$ cat src/rtl/exec_pkg.sv
// Shared constants for the execute stage: opcodes, FSM state encoding
// and default datapath widths.
package exec_pkg;

    localparam int DEF_DATA_W = 16;
    localparam int DEF_ADDR_W = 3;

    localparam logic [2:0] OP_ADD = 3'd0;
    localparam logic [2:0] OP_SUB = 3'd1;
    localparam logic [2:0] OP_AND = 3'd2;
    localparam logic [2:0] OP_OR  = 3'd3;
    localparam logic [2:0] OP_XOR = 3'd4;
    localparam logic [2:0] OP_SLL = 3'd5;
    localparam logic [2:0] OP_SRL = 3'd6;
    localparam logic [2:0] OP_MUL = 3'd7;

    localparam logic [0:0] ST_IDLE = 1'b0;
    localparam logic [0:0] ST_MUL  = 1'b1;

endpackage

$ cat src/rtl/alu_exec_unit_if.sv
// Issue/writeback bundle between register file, decoder and execute stage.
// master: drives issue side (decoder/regfile); slave: the execute unit.
interface alu_exec_unit_if
    import exec_pkg::*;
#(
    parameter int DATA_W = DEF_DATA_W,
    parameter int ADDR_W = DEF_ADDR_W
);
    logic              issue_valid;
    logic              issue_ready;
    logic [2:0]        op;
    logic [ADDR_W-1:0] dest_addr;
    logic [DATA_W-1:0] operand_a;
    logic [DATA_W-1:0] operand_b;
    logic              wb_en;
    logic [ADDR_W-1:0] wb_addr;
    logic [DATA_W-1:0] wb_data;
    logic              flag_zero;
    logic              flag_carry;

    modport master (
        output issue_valid, op, dest_addr, operand_a, operand_b,
        input  issue_ready, wb_en, wb_addr, wb_data, flag_zero, flag_carry
    );

    modport slave (
        input  issue_valid, op, dest_addr, operand_a, operand_b,
        output issue_ready, wb_en, wb_addr, wb_data, flag_zero, flag_carry
    );
endinterface

$ cat src/rtl/seq_multiplier.sv
// Iterative shift-add multiplier: start loads operands, step advances one
// bit; done is high in the cycle whose edge completes the product.
// Ports: clk, rst, start, step, a, b -> done, product (2*W bits, next value).
// Define MUL_EARLY_TERM_EN to finish as soon as the multiplier runs out.
module seq_multiplier
    import exec_pkg::*;
#(
    parameter int W = DEF_DATA_W
) (
    input  logic           clk,
    input  logic           rst,
    input  logic           start,
    input  logic           step,
    input  logic [W-1:0]   a,
    input  logic [W-1:0]   b,
    output logic           done,
    output logic [2*W-1:0] product
);
    localparam int CNT_W = $clog2(W);

    logic [2*W-1:0] mcand_q, mcand_d;
    logic [W-1:0]   mplier_q, mplier_d;
    logic [2*W-1:0] prod_q, prod_d;
    logic [CNT_W-1:0] cnt_q, cnt_d;
    logic [2*W-1:0] prod_step;
    logic           last;

    // product including this cycle's partial term
    assign prod_step = prod_q + (mplier_q[0] ? mcand_q : '0);
    assign product   = prod_step;

`ifdef MUL_EARLY_TERM_EN
    assign last = (cnt_q == CNT_W'(W - 1)) || ((mplier_q >> 1) == '0);
`else
    assign last = (cnt_q == CNT_W'(W - 1));
`endif
    assign done = step && last;

    always_comb begin
        mcand_d  = mcand_q;
        mplier_d = mplier_q;
        prod_d   = prod_q;
        cnt_d    = cnt_q;
        if (start) begin
            mcand_d  = {{W{1'b0}}, a};
            mplier_d = b;
            prod_d   = '0;
            cnt_d    = '0;
        end else if (step) begin
            prod_d   = prod_step;
            mcand_d  = mcand_q << 1;
            mplier_d = mplier_q >> 1;
            cnt_d    = cnt_q + 1'b1;
        end
    end

    always_ff @(posedge clk) begin
        if (rst) begin
            mcand_q  <= '0;
            mplier_q <= '0;
            prod_q   <= '0;
            cnt_q    <= '0;
        end else begin
            mcand_q  <= mcand_d;
            mplier_q <= mplier_d;
            prod_q   <= prod_d;
            cnt_q    <= cnt_d;
        end
    end
endmodule

$ cat src/rtl/alu_exec_unit.sv
// Execute stage behind the 8x16 register file: single-cycle ALU ops and a
// sequential MUL, with a registered writeback to the register file.
// Ports: clk, rst (sync, active high), bus (alu_exec_unit_if.slave).
// MUL_EARLY_TERM_EN (in seq_multiplier) shortens MUL for small operand_b.
module alu_exec_unit
    import exec_pkg::*;
#(
    parameter int DATA_W = DEF_DATA_W,
    parameter int ADDR_W = DEF_ADDR_W
) (
    input  logic            clk,
    input  logic            rst,
    alu_exec_unit_if.slave  bus
);
    localparam int SH_W = $clog2(DATA_W);

    logic [0:0]        state_q, state_d;
    logic [ADDR_W-1:0] dest_q, dest_d;
    logic              wb_en_q, wb_en_d;
    logic [ADDR_W-1:0] wb_addr_q, wb_addr_d;
    logic [DATA_W-1:0] wb_data_q, wb_data_d;
    logic              zero_q, zero_d;
    logic              carry_q, carry_d;

    logic              accept;
    logic              mul_start, mul_step, mul_done;
    logic [2*DATA_W-1:0] mul_prod;

    logic [DATA_W:0]   add_w, sub_w, sll_w, srl_w;
    logic [SH_W-1:0]   shamt;
    logic [DATA_W-1:0] alu_res;
    logic              alu_carry;

    assign bus.issue_ready = (state_q == ST_IDLE);
    assign accept          = bus.issue_valid && bus.issue_ready;

    assign bus.wb_en      = wb_en_q;
    assign bus.wb_addr    = wb_addr_q;
    assign bus.wb_data    = wb_data_q;
    assign bus.flag_zero  = zero_q;
    assign bus.flag_carry = carry_q;

    // Extra top bit carries add carry / sub borrow; shifts keep the
    // last bit moved out in the spare bit.
    assign shamt = bus.operand_b[SH_W-1:0];
    assign add_w = {1'b0, bus.operand_a} + {1'b0, bus.operand_b};
    assign sub_w = {1'b0, bus.operand_a} - {1'b0, bus.operand_b};
    assign sll_w = {1'b0, bus.operand_a} << shamt;
    assign srl_w = {bus.operand_a, 1'b0} >> shamt;

    always_comb begin
        alu_res   = '0;
        alu_carry = 1'b0;
        unique case (bus.op)
            OP_ADD: {alu_carry, alu_res} = add_w;
            OP_SUB: {alu_carry, alu_res} = sub_w;
            OP_AND: alu_res = bus.operand_a & bus.operand_b;
            OP_OR:  alu_res = bus.operand_a | bus.operand_b;
            OP_XOR: alu_res = bus.operand_a ^ bus.operand_b;
            OP_SLL: {alu_carry, alu_res} = sll_w;
            OP_SRL: {alu_res, alu_carry} = srl_w;
            OP_MUL: alu_res = '0;
        endcase
    end

    seq_multiplier #(.W(DATA_W)) u_mul (
        .clk     (clk),
        .rst     (rst),
        .start   (mul_start),
        .step    (mul_step),
        .a       (bus.operand_a),
        .b       (bus.operand_b),
        .done    (mul_done),
        .product (mul_prod)
    );

    always_comb begin
        state_d   = state_q;
        dest_d    = dest_q;
        wb_en_d   = 1'b0;
        wb_addr_d = wb_addr_q;
        wb_data_d = wb_data_q;
        zero_d    = zero_q;
        carry_d   = carry_q;
        mul_start = 1'b0;
        mul_step  = 1'b0;
        if (state_q == ST_IDLE) begin
            if (accept) begin
                if (bus.op == OP_MUL) begin
                    mul_start = 1'b1;
                    dest_d    = bus.dest_addr;
                    state_d   = ST_MUL;
                end else begin
                    wb_en_d   = 1'b1;
                    wb_addr_d = bus.dest_addr;
                    wb_data_d = alu_res;
                    zero_d    = (alu_res == '0);
                    carry_d   = alu_carry;
                end
            end
        end else begin
            mul_step = 1'b1;
            if (mul_done) begin
                wb_en_d   = 1'b1;
                wb_addr_d = dest_q;
                wb_data_d = mul_prod[DATA_W-1:0];
                zero_d    = (mul_prod[DATA_W-1:0] == '0);
                carry_d   = |mul_prod[2*DATA_W-1:DATA_W];
                state_d   = ST_IDLE;
            end
        end
    end

    always_ff @(posedge clk) begin
        if (rst) begin
            state_q   <= ST_IDLE;
            dest_q    <= '0;
            wb_en_q   <= 1'b0;
            wb_addr_q <= '0;
            wb_data_q <= '0;
            zero_q    <= 1'b0;
            carry_q   <= 1'b0;
        end else begin
            state_q   <= state_d;
            dest_q    <= dest_d;
            wb_en_q   <= wb_en_d;
            wb_addr_q <= wb_addr_d;
            wb_data_q <= wb_data_d;
            zero_q    <= zero_d;
            carry_q   <= carry_d;
        end
    end
endmodule

$ cat src/flat_wrapper.sv
// flat-port wrapper written by rule: the top's interface ports become plain ports
module alu_exec_unit_flat import exec_pkg::*;
#(
    parameter int DATA_W = DEF_DATA_W,
    parameter int ADDR_W = DEF_ADDR_W
)
  (clk, rst, bus_issue_valid, bus_op, bus_dest_addr, bus_operand_a, bus_operand_b, bus_issue_ready, bus_wb_en, bus_wb_addr, bus_wb_data, bus_flag_zero, bus_flag_carry);
  alu_exec_unit_if #(.DATA_W(DATA_W), .ADDR_W(ADDR_W)) bus_i ();
  input  logic clk;
  input  logic rst;
  input wire logic [$bits(bus_i.issue_valid)-1:0] bus_issue_valid;
  input wire logic [$bits(bus_i.op)-1:0] bus_op;
  input wire logic [$bits(bus_i.dest_addr)-1:0] bus_dest_addr;
  input wire logic [$bits(bus_i.operand_a)-1:0] bus_operand_a;
  input wire logic [$bits(bus_i.operand_b)-1:0] bus_operand_b;
  output wire logic [$bits(bus_i.issue_ready)-1:0] bus_issue_ready;
  output wire logic [$bits(bus_i.wb_en)-1:0] bus_wb_en;
  output wire logic [$bits(bus_i.wb_addr)-1:0] bus_wb_addr;
  output wire logic [$bits(bus_i.wb_data)-1:0] bus_wb_data;
  output wire logic [$bits(bus_i.flag_zero)-1:0] bus_flag_zero;
  output wire logic [$bits(bus_i.flag_carry)-1:0] bus_flag_carry;
  assign bus_i.issue_valid = bus_issue_valid;
  assign bus_i.op = bus_op;
  assign bus_i.dest_addr = bus_dest_addr;
  assign bus_i.operand_a = bus_operand_a;
  assign bus_i.operand_b = bus_operand_b;
  assign bus_issue_ready = bus_i.issue_ready;
  assign bus_wb_en = bus_i.wb_en;
  assign bus_wb_addr = bus_i.wb_addr;
  assign bus_wb_data = bus_i.wb_data;
  assign bus_flag_zero = bus_i.flag_zero;
  assign bus_flag_carry = bus_i.flag_carry;
  alu_exec_unit #(.DATA_W(DATA_W), .ADDR_W(ADDR_W)) u_core (.clk(clk), .rst(rst), .bus(bus_i));
endmodule
$ cat config.mk
export PLATFORM = sky130hd
export DESIGN_NAME = alu_exec_unit_flat
export DESIGN_NICKNAME = d
export VERILOG_FILES = /design/src/rtl/exec_pkg.sv /design/src/rtl/alu_exec_unit_if.sv /design/src/rtl/seq_multiplier.sv /design/src/rtl/alu_exec_unit.sv /design/src/flat_wrapper.sv
export SDC_FILE = /design/constraint.sdc
export NUM_CORES = 1
export LEC_CHECK = 0
export BUFFER_PORTS_ARGS = -buffer_cell sky130_fd_sc_hd__buf_4
export CAP_MARGIN = 10
export CORE_MARGIN = 10
export CORE_UTILIZATION = 25
export CTS_BUF_LIST = sky130_fd_sc_hd__clkbuf_8
export DETAILED_ROUTE_END_ITERATION = 16
export PLACE_DENSITY = 0.37
export SLEW_MARGIN = 15
export SYNTH_ARGS = -nofsm -noshare
export SYNTH_HDL_FRONTEND = slang
export SYNTH_SLANG_ARGS = --single-unit
$ cat constraint.sdc
create_clock -name clk -period 9.1 [get_ports clk]
set_clock_uncertainty 0.15 [all_clocks]
set_input_delay 2.275 -clock clk [delete_from_list [all_inputs] [get_ports clk]]
set_output_delay 2.275 -clock clk [all_outputs]
set_load 0.02 [all_outputs]
==> results.tsv, run 1 <==
metric	value	unit
post-layout minimum cycle time	5800	ps
Initial DRC Count	832	
die area	0.0491	mm2
Netlist Area Pre-Place	0.0102	mm2
Arr. time, crit path	5970	ps
hold violation total from the final report	0	
hold crit path type	flop to flop	
Final ANT Viol Nets	0	
routed wire length	43000	um
setup_tns	0	ps
synthesized instance count	1358	
Max Cap Violations	0	
Die Wd	222	um
worst-path fanout max	44	
synth unique cells	67	
htree depth	3	
nature of the critical path startpoint	input pin	
Remaining DRCs	0	
hold path depth	2	
Max Clk Rate	0.173	GHz
I/O pin count	64	
Worst Min Path Start	u_core.u_mul.mplier_q[2]	
grt total ovfl	0	
R2R setup slack	4160	ps
Post-synth EDFFs	0	
DP Wirelength	32600	um
vias in the first global route	9990	
Peak supply drop	60.9	uV
Post-CTS Resized	0	
register area share after synthesis	21.7	%
CTS root buf	clkbuf_8	
proportion of layout cells with a drive suffix above 1	9.64	%
core area	0.0400	mm2
Port-buffer cells	63	
Avg Cell Area, Syn	7.49	um2
GPL Wtd Cong	0.896	
total nets after synthesis	1483	
routed len/inst	22.8	um
clk buf depth	2	
initial antenna violation count	1	
status	complete, no violations	
Final period util	63.7	%
Worst Hold Endpoint	u_core.u_mul.mplier_q[2]	
Die Ht	222	um
routed vias	10400	
# clock sinks	110	
GRT Total Usage	17.0	%
worst reg-to-reg path cell count	12	
endpoint class of the critical path	flop	
clk slew on worst S/H paths	130	ps
hold buffer count at cts	0	
Via density	5.51	
area grow syn2layout	10.8	%
Setup Fix Bufs, Post-CTS	0	
WP data required	9280	ps
Initial Util	25.4	%
P_leak	0.00439	uW
worst slew pin tran	1050	ps
# diodes	0	
Slew headroom	30.0	%
total CTS buffers	9	
RSZ-0062 raised after global routing	no	
global-route wire length before repair	65200	um
synthesized flop and latch total	110	
final setup vio count	0	
Async SR Flop Fraction	0	%
pwr dens	107	mW/mm2
Ys Warns	0	
DRT Pass-1 Iters	5	
r2r endpoint	u_core.bus.flag_carry	
post-layout power	1210	uW
largest net degree at the start of global routing	49	
FILL cells	4443	
# rows	73	
max-slew violations	0	
Top FF cell, synth	dfxtp_1	
fin nets	1479	
clock latency on the worst-skew pair	460	ps
Reg-to-Reg Start	u_core.u_mul.mplier_q[0]	
TritonCTS clock tree	done	
Crit Path Category	input pin to flop	
## layout by cell type, fill, tap and decap left out, types with 5 or more instances in the layout
master,netlist,routed
nand2_1,146,146
a21oi_1,136,136
nor2_1,130,129
dfxtp_1,110,109
ha_1,81,81
o21ai_0,75,75
buf_4,0,74
inv_1,59,59
mux2i_1,51,51
a22oi_1,42,42
and2_1,38,38
nand3_1,33,33
a211oi_1,32,32
nor3_1,32,32
xnor2_1,21,21
a21o_1,21,21
o211ai_1,18,18
mux4_2,17,17
xor2_1,14,14
o22ai_1,13,13
nand4_1,11,11
a31oi_1,11,11
o21a_1,10,10
or2_2,9,9
nor2b_1,9,9
and3_1,9,9
o221ai_1,9,9
o21bai_1,9,9
clkbuf_8,0,9
o31ai_1,8,8
nor4_1,8,8
mux2_2,7,7
nand2b_1,7,7
or3_1,7,7
or4_1,7,7
a211o_1,7,7
a311oi_1,7,7
a2111oi_0,6,6
o211a_1,5,5
## area by class of cell
class,count,area [um2],share of cell area [%]
Sequential cell,110,2210,19.6
Multi-Input combinational cell,1100,7420,65.8
Tap cell,525,657,5.83
Clock inverter,7,83.8,0.744
Inverter,59,221,1.97
Clock buffer,9,124,1.10
Timing Repair Buffer,74,556,4.93
## cells by family (layout without fill, tap and decap cells)
family                   count (synthesis)  in the layout  synth area share (%)
XOR/XNOR                                35             35                  3.02
buffers and inverters                  148            149                  5.56
multiplexers                            75             75                  9.56
flip-flops                             110            110                  21.7
AND/OR/NAND/NOR                        456            456                  20.7
adder cells (fa/ha/maj)                 84             84                  10.6
AO/OA/AOI/OAI                          450            450                  28.9
## how the worst max path moves through the flow
stage / endpoint / cells past startpoint / slack, ps / start
final: u_core.bus.flag_carry / 12 / 3300 / bus_operand_b[1]
after global routing: u_core.bus.flag_carry / 12 / 3030 / bus_operand_b[1]
after global placement: u_core.bus.wb_data[14] / 12 / 3000 / bus_operand_b[1]
after floorplan: u_core.bus.wb_data[14] / 14 / 3500 / bus_operand_b[2]
after CTS: u_core.bus.flag_zero / 12 / 3470 / bus_operand_b[1]
after detailed placement: u_core.bus.flag_zero / 12 / 2960 / bus_operand_b[1]
## critical path: stages
cell	delay (ps)
buf_4	270
inv_1	560
fa_1	340
nand2b_1	100
a221oi_1	560
o211ai_1	280
a2111oi_0	740
o221ai_1	210
a21oi_1	180
o311ai_0	130
a31oi_1	230
a211oi_1	90
## power breakdown
part	total, uW	switching (uW)	internal (uW)
clock	336	224	111
sequential	509	13.9	495
combinational	363	233	130
total	1210	471	737
## cell usage after synthesis (18+ instances only)
cell	count	area (um2)
nor2_1	130	488
a22oi_1	42	315
o211ai_1	18	135
a21oi_1	136	681
nor3_1	32	160
mux2i_1	51	510
clkbuf_1	74	278
inv_1	59	221
nand2_1	146	548
and2_1	38	238
nand3_1	33	165
o21ai_0	75	375
xnor2_1	21	184
a211oi_1	32	240
ha_1	81	1010
dfxtp_1	110	2200
a21o_1	21	158
## flip-flops by register name, indices dropped and copies added (netlist names)
name / flops
u_core.u_mul.mcand_q: 32
u_core.u_mul.prod_q: 32
u_core.bus.wb_data: 16
u_core.u_mul.mplier_q: 16
u_core.u_mul.cnt_q: 4
u_core.bus.wb_addr: 3
u_core.dest_q: 3
u_core.bus.flag_carry: 1
u_core.bus.flag_zero: 1
u_core.bus.wb_en: 1
u_core.state_q: 1
## per-layer routing
metal	vias to the layer above	part of all wire, %	global-route usage (%)
li1	4972	-	-
met1	5049	50	24.7
met2	318	43	25.1
met3	33	5.3	2.77
met4	0	1.8	4.61
met5	-	0	0
## per-stage QoR
stage	instance area, um2	cells	setup WS (ps)	hold slack, ps	util, %
global placement	11100	1868	3000	296	27.6
finish	11300	1884	3300	317	28.2
floorplan	10200	1358	3500	287	-
detailed placement	11100	1868	2960	299	27.6
global route	11300	1884	3030	339	28.2
CTS	11300	1884	3470	319	28.2
(Power assumes the default switching activity.)
==> run 2: changes to the inputs <==
--- a/config.mk
+++ b/config.mk
@@ -5,13 +5,14 @@
 export SDC_FILE = /design/constraint.sdc
 export NUM_CORES = 1
 export LEC_CHECK = 0
+export ABC_AREA = 1
 export BUFFER_PORTS_ARGS = -buffer_cell sky130_fd_sc_hd__buf_4
 export CAP_MARGIN = 10
 export CORE_MARGIN = 10
 export CORE_UTILIZATION = 25
 export CTS_BUF_LIST = sky130_fd_sc_hd__clkbuf_8
 export DETAILED_ROUTE_END_ITERATION = 16
-export PLACE_DENSITY = 0.37
+export PLACE_DENSITY = 0.36
 export SLEW_MARGIN = 15
 export SYNTH_ARGS = -nofsm -noshare
 export SYNTH_HDL_FRONTEND = slang
==> constraint.sdc (replaced) <==
create_clock -name clk -period 5.65 [get_ports clk]
set_clock_uncertainty 0.15 [all_clocks]
set_input_delay 1.4125 -clock clk [delete_from_list [all_inputs] [get_ports clk]]
set_output_delay 1.4125 -clock clk [all_outputs]
set_load 0.02 [all_outputs]
==> results.tsv, run 2 <==
metric	value	unit	change
Placed Area	0.0119	mm2	was 0.0111 mm2
CP dominant cell by count	nand2_1		
I/O pin count	64		unchanged
synthesized instance count	1966		was 1358
worst-path fanout max	41		was 44
Netlist Area Pre-Place	0.0110	mm2	was 0.0102 mm2
synthesized flop and latch total	110		unchanged
die area	0.0526	mm2	was 0.0491 mm2
Port-buffer cells	63		unchanged
clk slew on worst S/H paths	110	ps	was 130 ps
pwr dens	169	mW/mm2	was 107 mW/mm2
clock latency on the worst-skew pair	430	ps	was 460 ps
Avg Cell Area, Syn	5.58	um2	was 7.49 um2
Final ANT Viol Nets	0		unchanged
Initial Util	25.3	%	was 25.4%
proportion of layout cells with a drive suffix above 1	6.36	%	was 9.64%
vias in the first global route	11800		was 9990
hold path depth	2		unchanged
TritonCTS clock tree	done		unchanged
final setup vio count	0		unchanged
register area share after synthesis	20.1	%	was 21.7%
post-layout power	2060	uW	was 1210 uW
R2R setup slack	2100	ps	was 4160 ps
Post-CTS Resized	0		unchanged
hold buffer count at cts	0		unchanged
grt total ovfl	0		unchanged
# clock sinks	110		unchanged
clk buf depth	2		unchanged
Final period util	68.7	%	
final core utilization	28.2	%	about the same
Crit Path Category	input pin to flop		unchanged
max-slew violations	0		unchanged
Arr. time, crit path	4100	ps	was 5970 ps
RSZ-0062 raised after global routing	no		unchanged
nature of the critical path startpoint	input pin		unchanged
Die Ht	229	um	was 222 um
commonest non-fill, non-tap cell in the layout	nand2_1		unchanged
area grow syn2layout	11.2	%	was 10.8%
global-route wire length before repair	73200	um	was 65200 um
most frequent cells in the layout	nand2_1 (687), inv_1 (265), nor2_1 (220)		was nand2_1 (146), a21oi_1 (136), nor2_1 (129)
CP Cell Sequence	buf_4 -> inv_2 -> fa_1 -> xnor2_1 -> nand2_1 -> nand4_1 -> nor2_1 -> nand3_1 -> nand2_1 -> nand2_1 -> nor2_1 -> nand2_1 -> nor2_1 -> nand2_1 -> a21oi_2		was buf_4 -> inv_1 -> fa_1 -> nand2b_1 -> a221oi_1 -> o211ai_1 -> a2111oi_0 -> o221ai_1 -> a21oi_1 -> o311ai_0 -> a31oi_1 -> a211oi_1
top cell type's share of synthesized area	23.5	%	was 21.7%
Via density	4.77		was 5.51
Design Area, Final	0.0122	mm2	was 0.0113 mm2
# rows	76		was 73
hold crit path type	flop to flop		unchanged
CTS root buf	clkbuf_8		unchanged
core area	0.0433	mm2	was 0.0400 mm2
crit-path max cell delay	610	ps	was 740 ps
DRT Pass-1 Iters	5		unchanged
synth unique cells	42		was 67
worst slew pin tran	921	ps	was 1050 ps
Peak supply drop	106	uV	was 60.9 uV
Slew headroom	38.4	%	was 30.0%
routed vias	12200		was 10400
area leader, netlist	nand2_1		was dfxtp_1
htree depth	3		unchanged
total CTS buffers	9		unchanged
status	complete, no violations		unchanged
Worst Hold Endpoint	u_core.u_mul.mplier_q[15]		was u_core.u_mul.mplier_q[2]
Initial DRC Count	1101		was 832
P_leak	0.00638	uW	was 0.00439 uW
synth top area cells	nand2_1 (24%), dfxtp_1 (20%), ha_1 (9.2%), inv_1 (9.1%), nand3_1 (8.4%)		was dfxtp_1 (22%), ha_1 (10%), a21oi_1 (6.7%), nand2_1 (5.4%), mux2i_1 (5.0%)
Post-synth EDFFs	0		unchanged
post-layout minimum cycle time	3880	ps	
Die Wd	229	um	was 222 um
Commonest cells post-synth	nand2_1 (687), inv_1 (265), nor2_1 (222), nand3_1 (185), dfxtp_1 (110)		was nand2_1 (146), a21oi_1 (136), nor2_1 (130), dfxtp_1 (110), ha_1 (81)
total nets after synthesis	2091		was 1483
GRT Total Usage	18.0	%	was 17.0%
DP Wirelength	39500	um	was 32600 um
r2r endpoint	u_core.bus.flag_carry		unchanged
Ys Warns	0		unchanged
Setup Fix Bufs, Post-CTS	0		unchanged
largest registers	u_core.u_mul.mcand_q (32), u_core.u_mul.prod_q (32)		unchanged
Reg-to-Reg Start	u_core.u_mul.mplier_q[0]		unchanged
fin nets	2101		was 1479
largest net degree at the start of global routing	57		was 49
Remaining DRCs	0		unchanged
setup_tns	0	ps	unchanged
GPL Wtd Cong	0.925		was 0.896
Worst Min Path Start	u_core.u_mul.mplier_q[15]		was u_core.u_mul.mplier_q[2]
initial antenna violation count	1		unchanged
hold violation total from the final report	0		unchanged
FILL cells	5040		was 4443
Top FF cell, synth	dfxtp_1		unchanged
Async SR Flop Fraction	0	%	unchanged
worst reg-to-reg path cell count	19		was 12
slowest CP cell	fa_1		was a2111oi_0
routed wire length	48100	um	was 43000 um
endpoint class of the critical path	flop		unchanged
WP data required	5870	ps	was 9280 ps
top-count cell post-synth	nand2_1		unchanged
Max Cap Violations	0		unchanged
critical path launch point	bus_operand_b[1]		unchanged
Max Clk Rate	0.257	GHz	
routed len/inst	18.7	um	was 22.8 um
-- run 2: cell count changes after synthesis, moves of 38 or more --
cell and delta:
nand2_1 +541, nand3_1 +152, inv_1 +206, nor2_1 +92
a22oi_1 -42, mux2i_1 -51, a21oi_1 -38
-- run 2: area by class of cell --
type | count | area, um2 | share of cell area, %
clock buffer | 9 | 124 | 1.02
timing repair buffer | 73 | 548 | 4.50
multi-input combinational | 1506 | 7420 | 60.8
inverter | 276 | 1040 | 8.50
sequential | 110 | 2210 | 18.1
antenna | 2 | 5.00 | 0.0411
tap | 585 | 732 | 6.01
clock inverter | 7 | 121 | 0.996
-- run 2: worst max path at each step --
stage	to	slack [ps]	depth (start not counted)
after global routing	u_core.bus.flag_zero	1540	14
after detailed placement	u_core.bus.flag_zero	1390	16
after CTS	u_core.bus.flag_zero	1860	16
after global placement	u_core.bus.flag_zero	1400	18
after floorplan	u_core.bus.flag_zero	1960	20
final	u_core.bus.flag_zero	1770	15
-- run 2: cell families (layout without fill, tap and decap cells) --
group | after synthesis | after routing | synth area share [%]
AND/OR/NAND/NOR | 1167 | 1167 | 43.9
XOR/XNOR | 23 | 23 | 1.84
other | 0 | 2 | 0
adder cells (fa/ha/maj) | 84 | 84 | 9.79
flip-flops | 110 | 110 | 20.1
buffers and inverters | 350 | 365 | 12.3
AO/OA/AOI/OAI | 232 | 232 | 12.1
-- run 2: report_power, final --
group	switching [uW]	total, uW	leakage, uW	internal (uW)
Clock	315	613	0.000123	298
Sequential	20.6	821	0.000894	801
Combinational	441	629	0.00536	187
Total	777	2060	0.00638	1290
-- run 2: metal layers --
layer | up-vias | share of wire, % | global-route usage [%]
met2 | 286 | 40 | 25.4
li1 | 6238 | - | -
met5 | - | 0 | 0
met4 | 0 | 0.87 | 2.98
met1 | 5706 | 55 | 28.0
met3 | 16 | 4.5 | 2.51
-- run 2: stage by stage --
step                      setup WS, ps  instances  hold slack (ps)
final                             1770       2568              324
after global routing              1540       2567              353
after CTS                         1860       2566              323
after detailed placement          1390       2550              307
after floorplan                   1960       1966              291
after global placement            1400       2550              303
-- run 2: critical path: cells and delay by family --
family | cells | cell delay, ps
and+or+nand+nor | 10 | 1060
buffers and inverters | 2 | 720
adders and majority gates | 1 | 610
xor gates and xnor gates | 1 | 160
AOI/OAI and AO/OA | 1 | 110
==> run 3: changes to the inputs <==
==> constraint.sdc (replaced) <==
create_clock -name clk -period 3.6 [get_ports clk]
set_clock_uncertainty 0.15 [all_clocks]
set_input_delay 0.9 -clock clk [delete_from_list [all_inputs] [get_ports clk]]
set_output_delay 0.9 -clock clk [all_outputs]
set_load 0.02 [all_outputs]
==> results.tsv, run 3 (synthesized netlist as in run 2, its figures left out) <==
metric	value	unit	change
Post-CTS Resized	0		unchanged
TritonCTS clock tree	done		unchanged
Max Clk Rate	0.320	GHz	
largest net degree at the start of global routing	84		was 57
Slew headroom	35.8	%	was 38.4%
P_leak	0.00652	uW	was 0.00638 uW
Via density	4.78		was 4.77
area grow syn2layout	13.1	%	was 11.2%
post-layout power	3090	uW	was 2060 uW
WP data required	3800	ps	was 5870 ps
post-layout minimum cycle time	3130	ps	
Max Cap Violations	0		unchanged
Setup Fix Bufs, Post-CTS	0		unchanged
global-route wire length before repair	73500	um	was 73200 um
status	complete, no violations		unchanged
hold path depth	2		unchanged
Place WS	155	ps	was 1390 ps
Final ANT Viol Nets	0		unchanged
fin nets	2131		was 2101
final setup vio count	0		unchanged
DRT Pass-1 Iters	6		was 5
most frequent cells in the layout	nand2_1 (687), inv_1 (265), nor2_1 (220)		unchanged
routed vias	12400		was 12200
Crit Path Category	flop to flop		was input pin to flop
nature of the critical path startpoint	flop		was input pin
Arr. time, crit path	3320	ps	was 4100 ps
vias in the first global route	11800		about the same
# clock sinks	110		unchanged
largest registers	u_core.u_mul.mcand_q (32), u_core.u_mul.prod_q (32)		unchanged
clk buf depth	2		unchanged
Initial DRC Count	961		was 1101
hold buffer count at cts	0		unchanged
# rows	76		unchanged
FILL cells	4991		was 5040
Finished Layout Cells	2596		was 2568
Final WS setup	472	ps	was 1770 ps
core area	0.0433	mm2	unchanged
Port-buffer cells	63		unchanged
routed len/inst	18.7	um	about the same
RSZ-0062 raised after global routing	no		unchanged
routed wire length	48700	um	was 48100 um
initial antenna violation count	0		was 1
Remaining DRCs	0		unchanged
Die Wd	229	um	unchanged
pwr dens	249	mW/mm2	was 169 mW/mm2
htree depth	3		unchanged
worst reg-to-reg path cell count	18		was 19
hold crit path type	flop to flop		unchanged
clock latency on the worst-skew pair	450	ps	was 430 ps
worst slew pin tran	962	ps	was 921 ps
I/O pin count	64		unchanged
CTS root buf	clkbuf_8		unchanged
Initial Util	25.3	%	unchanged
endpoint class of the critical path	flop		unchanged
grt total ovfl	0		unchanged
Peak supply drop	233	uV	was 106 uV
GPL Wtd Cong	0.945		was 0.925
Die Ht	229	um	unchanged
hold violation total from the final report	0		unchanged
Final period util	86.9	%	
# diodes	0		was 2
proportion of layout cells with a drive suffix above 1	7.76	%	was 6.36%
DP Wirelength	40300	um	was 39500 um
total CTS buffers	9		unchanged
commonest non-fill, non-tap cell in the layout	nand2_1		unchanged
worst-path fanout max	20		was 41
GRT Total Usage	18.2	%	was 18.0%
clk slew on worst S/H paths	120	ps	was 110 ps
dpl cells	2580		was 2550
die area	0.0526	mm2	unchanged
max-slew violations	0		unchanged
setup_tns	0	ps	unchanged
[run 3: cell count changes in the layout (fill, tap and decap cells not counted)]
cell        change
clkinvlp_4      -1
bufinv_16       -3
diode_2         -2
nor2_4          +1
clkinv_8        +1
nor2_2          -1
clkinv_4        +2
buf_4          +27
buf_12          +3
clkbuf_8        +1
[run 3: layout make-up]
| cell class | instances | area, um2 | share of cell area, % |
|---|---|---|---|
| Multi-Input combinational cell | 1506 | 7420 | 59.8 |
| Tap cell | 585 | 732 | 5.90 |
| Clock buffer | 10 | 138 | 1.11 |
| Clock inverter | 6 | 57.6 | 0.464 |
| Sequential cell | 110 | 2210 | 17.8 |
| Inverter | 276 | 1040 | 8.35 |
| Timing Repair Buffer | 103 | 811 | 6.54 |
[run 3: worst paths after layout]
check,slack (ps),startpoint,endpoint
hold / removal,320,u_core.u_mul.mplier_q[15],u_core.u_mul.mplier_q[15]
setup reg to reg,470,u_core.u_mul.mplier_q[0],u_core.bus.flag_carry
setup / recovery,470,u_core.u_mul.mplier_q[0],u_core.bus.flag_carry
hold reg to reg,320,u_core.u_mul.mplier_q[15],u_core.u_mul.mplier_q[15]
[run 3: per-layer routing]
metal	routed length (um)	GRT usage (%)	vias up
met5	0	0	-
met4	651	3.87	0
met3	2110	2.21	22
met2	20000	26.6	287
met1	25900	27.5	5787
li1	-	-	6312
[run 3: metrics by stage]
stage | cell area [um2] | hold WS, ps | utilization (%)
after floorplan | 11000 | 291 | -
after global placement | 12200 | 300 | 28.2
after detailed placement | 12200 | 305 | 28.2
after CTS | 12400 | 321 | 28.6
after global routing | 12400 | 349 | 28.7
final | 12400 | 321 | 28.7
[run 3: worst max-delay path: stages (launching register included)]
cell,delay [ps]
dfxtp_1,360
buf_12,160
buf_4,210
nand2_1,80
inv_1,50
ha_1,420
nand2_1,110
inv_1,90
nand2_1,100
nor2_1,300
nand4_1,220
nand4_1,140
nand2_1,70
nor2_1,90
nand2_1,120
nor2_1,100
nand3_1,110
nand2_1,80
a21oi_1,70
[run 3: power by group]
group	internal, uW	switching [uW]	total [uW]
Clock	284	510	793
Sequential	1260	30.2	1290
Combinational	321	692	1010
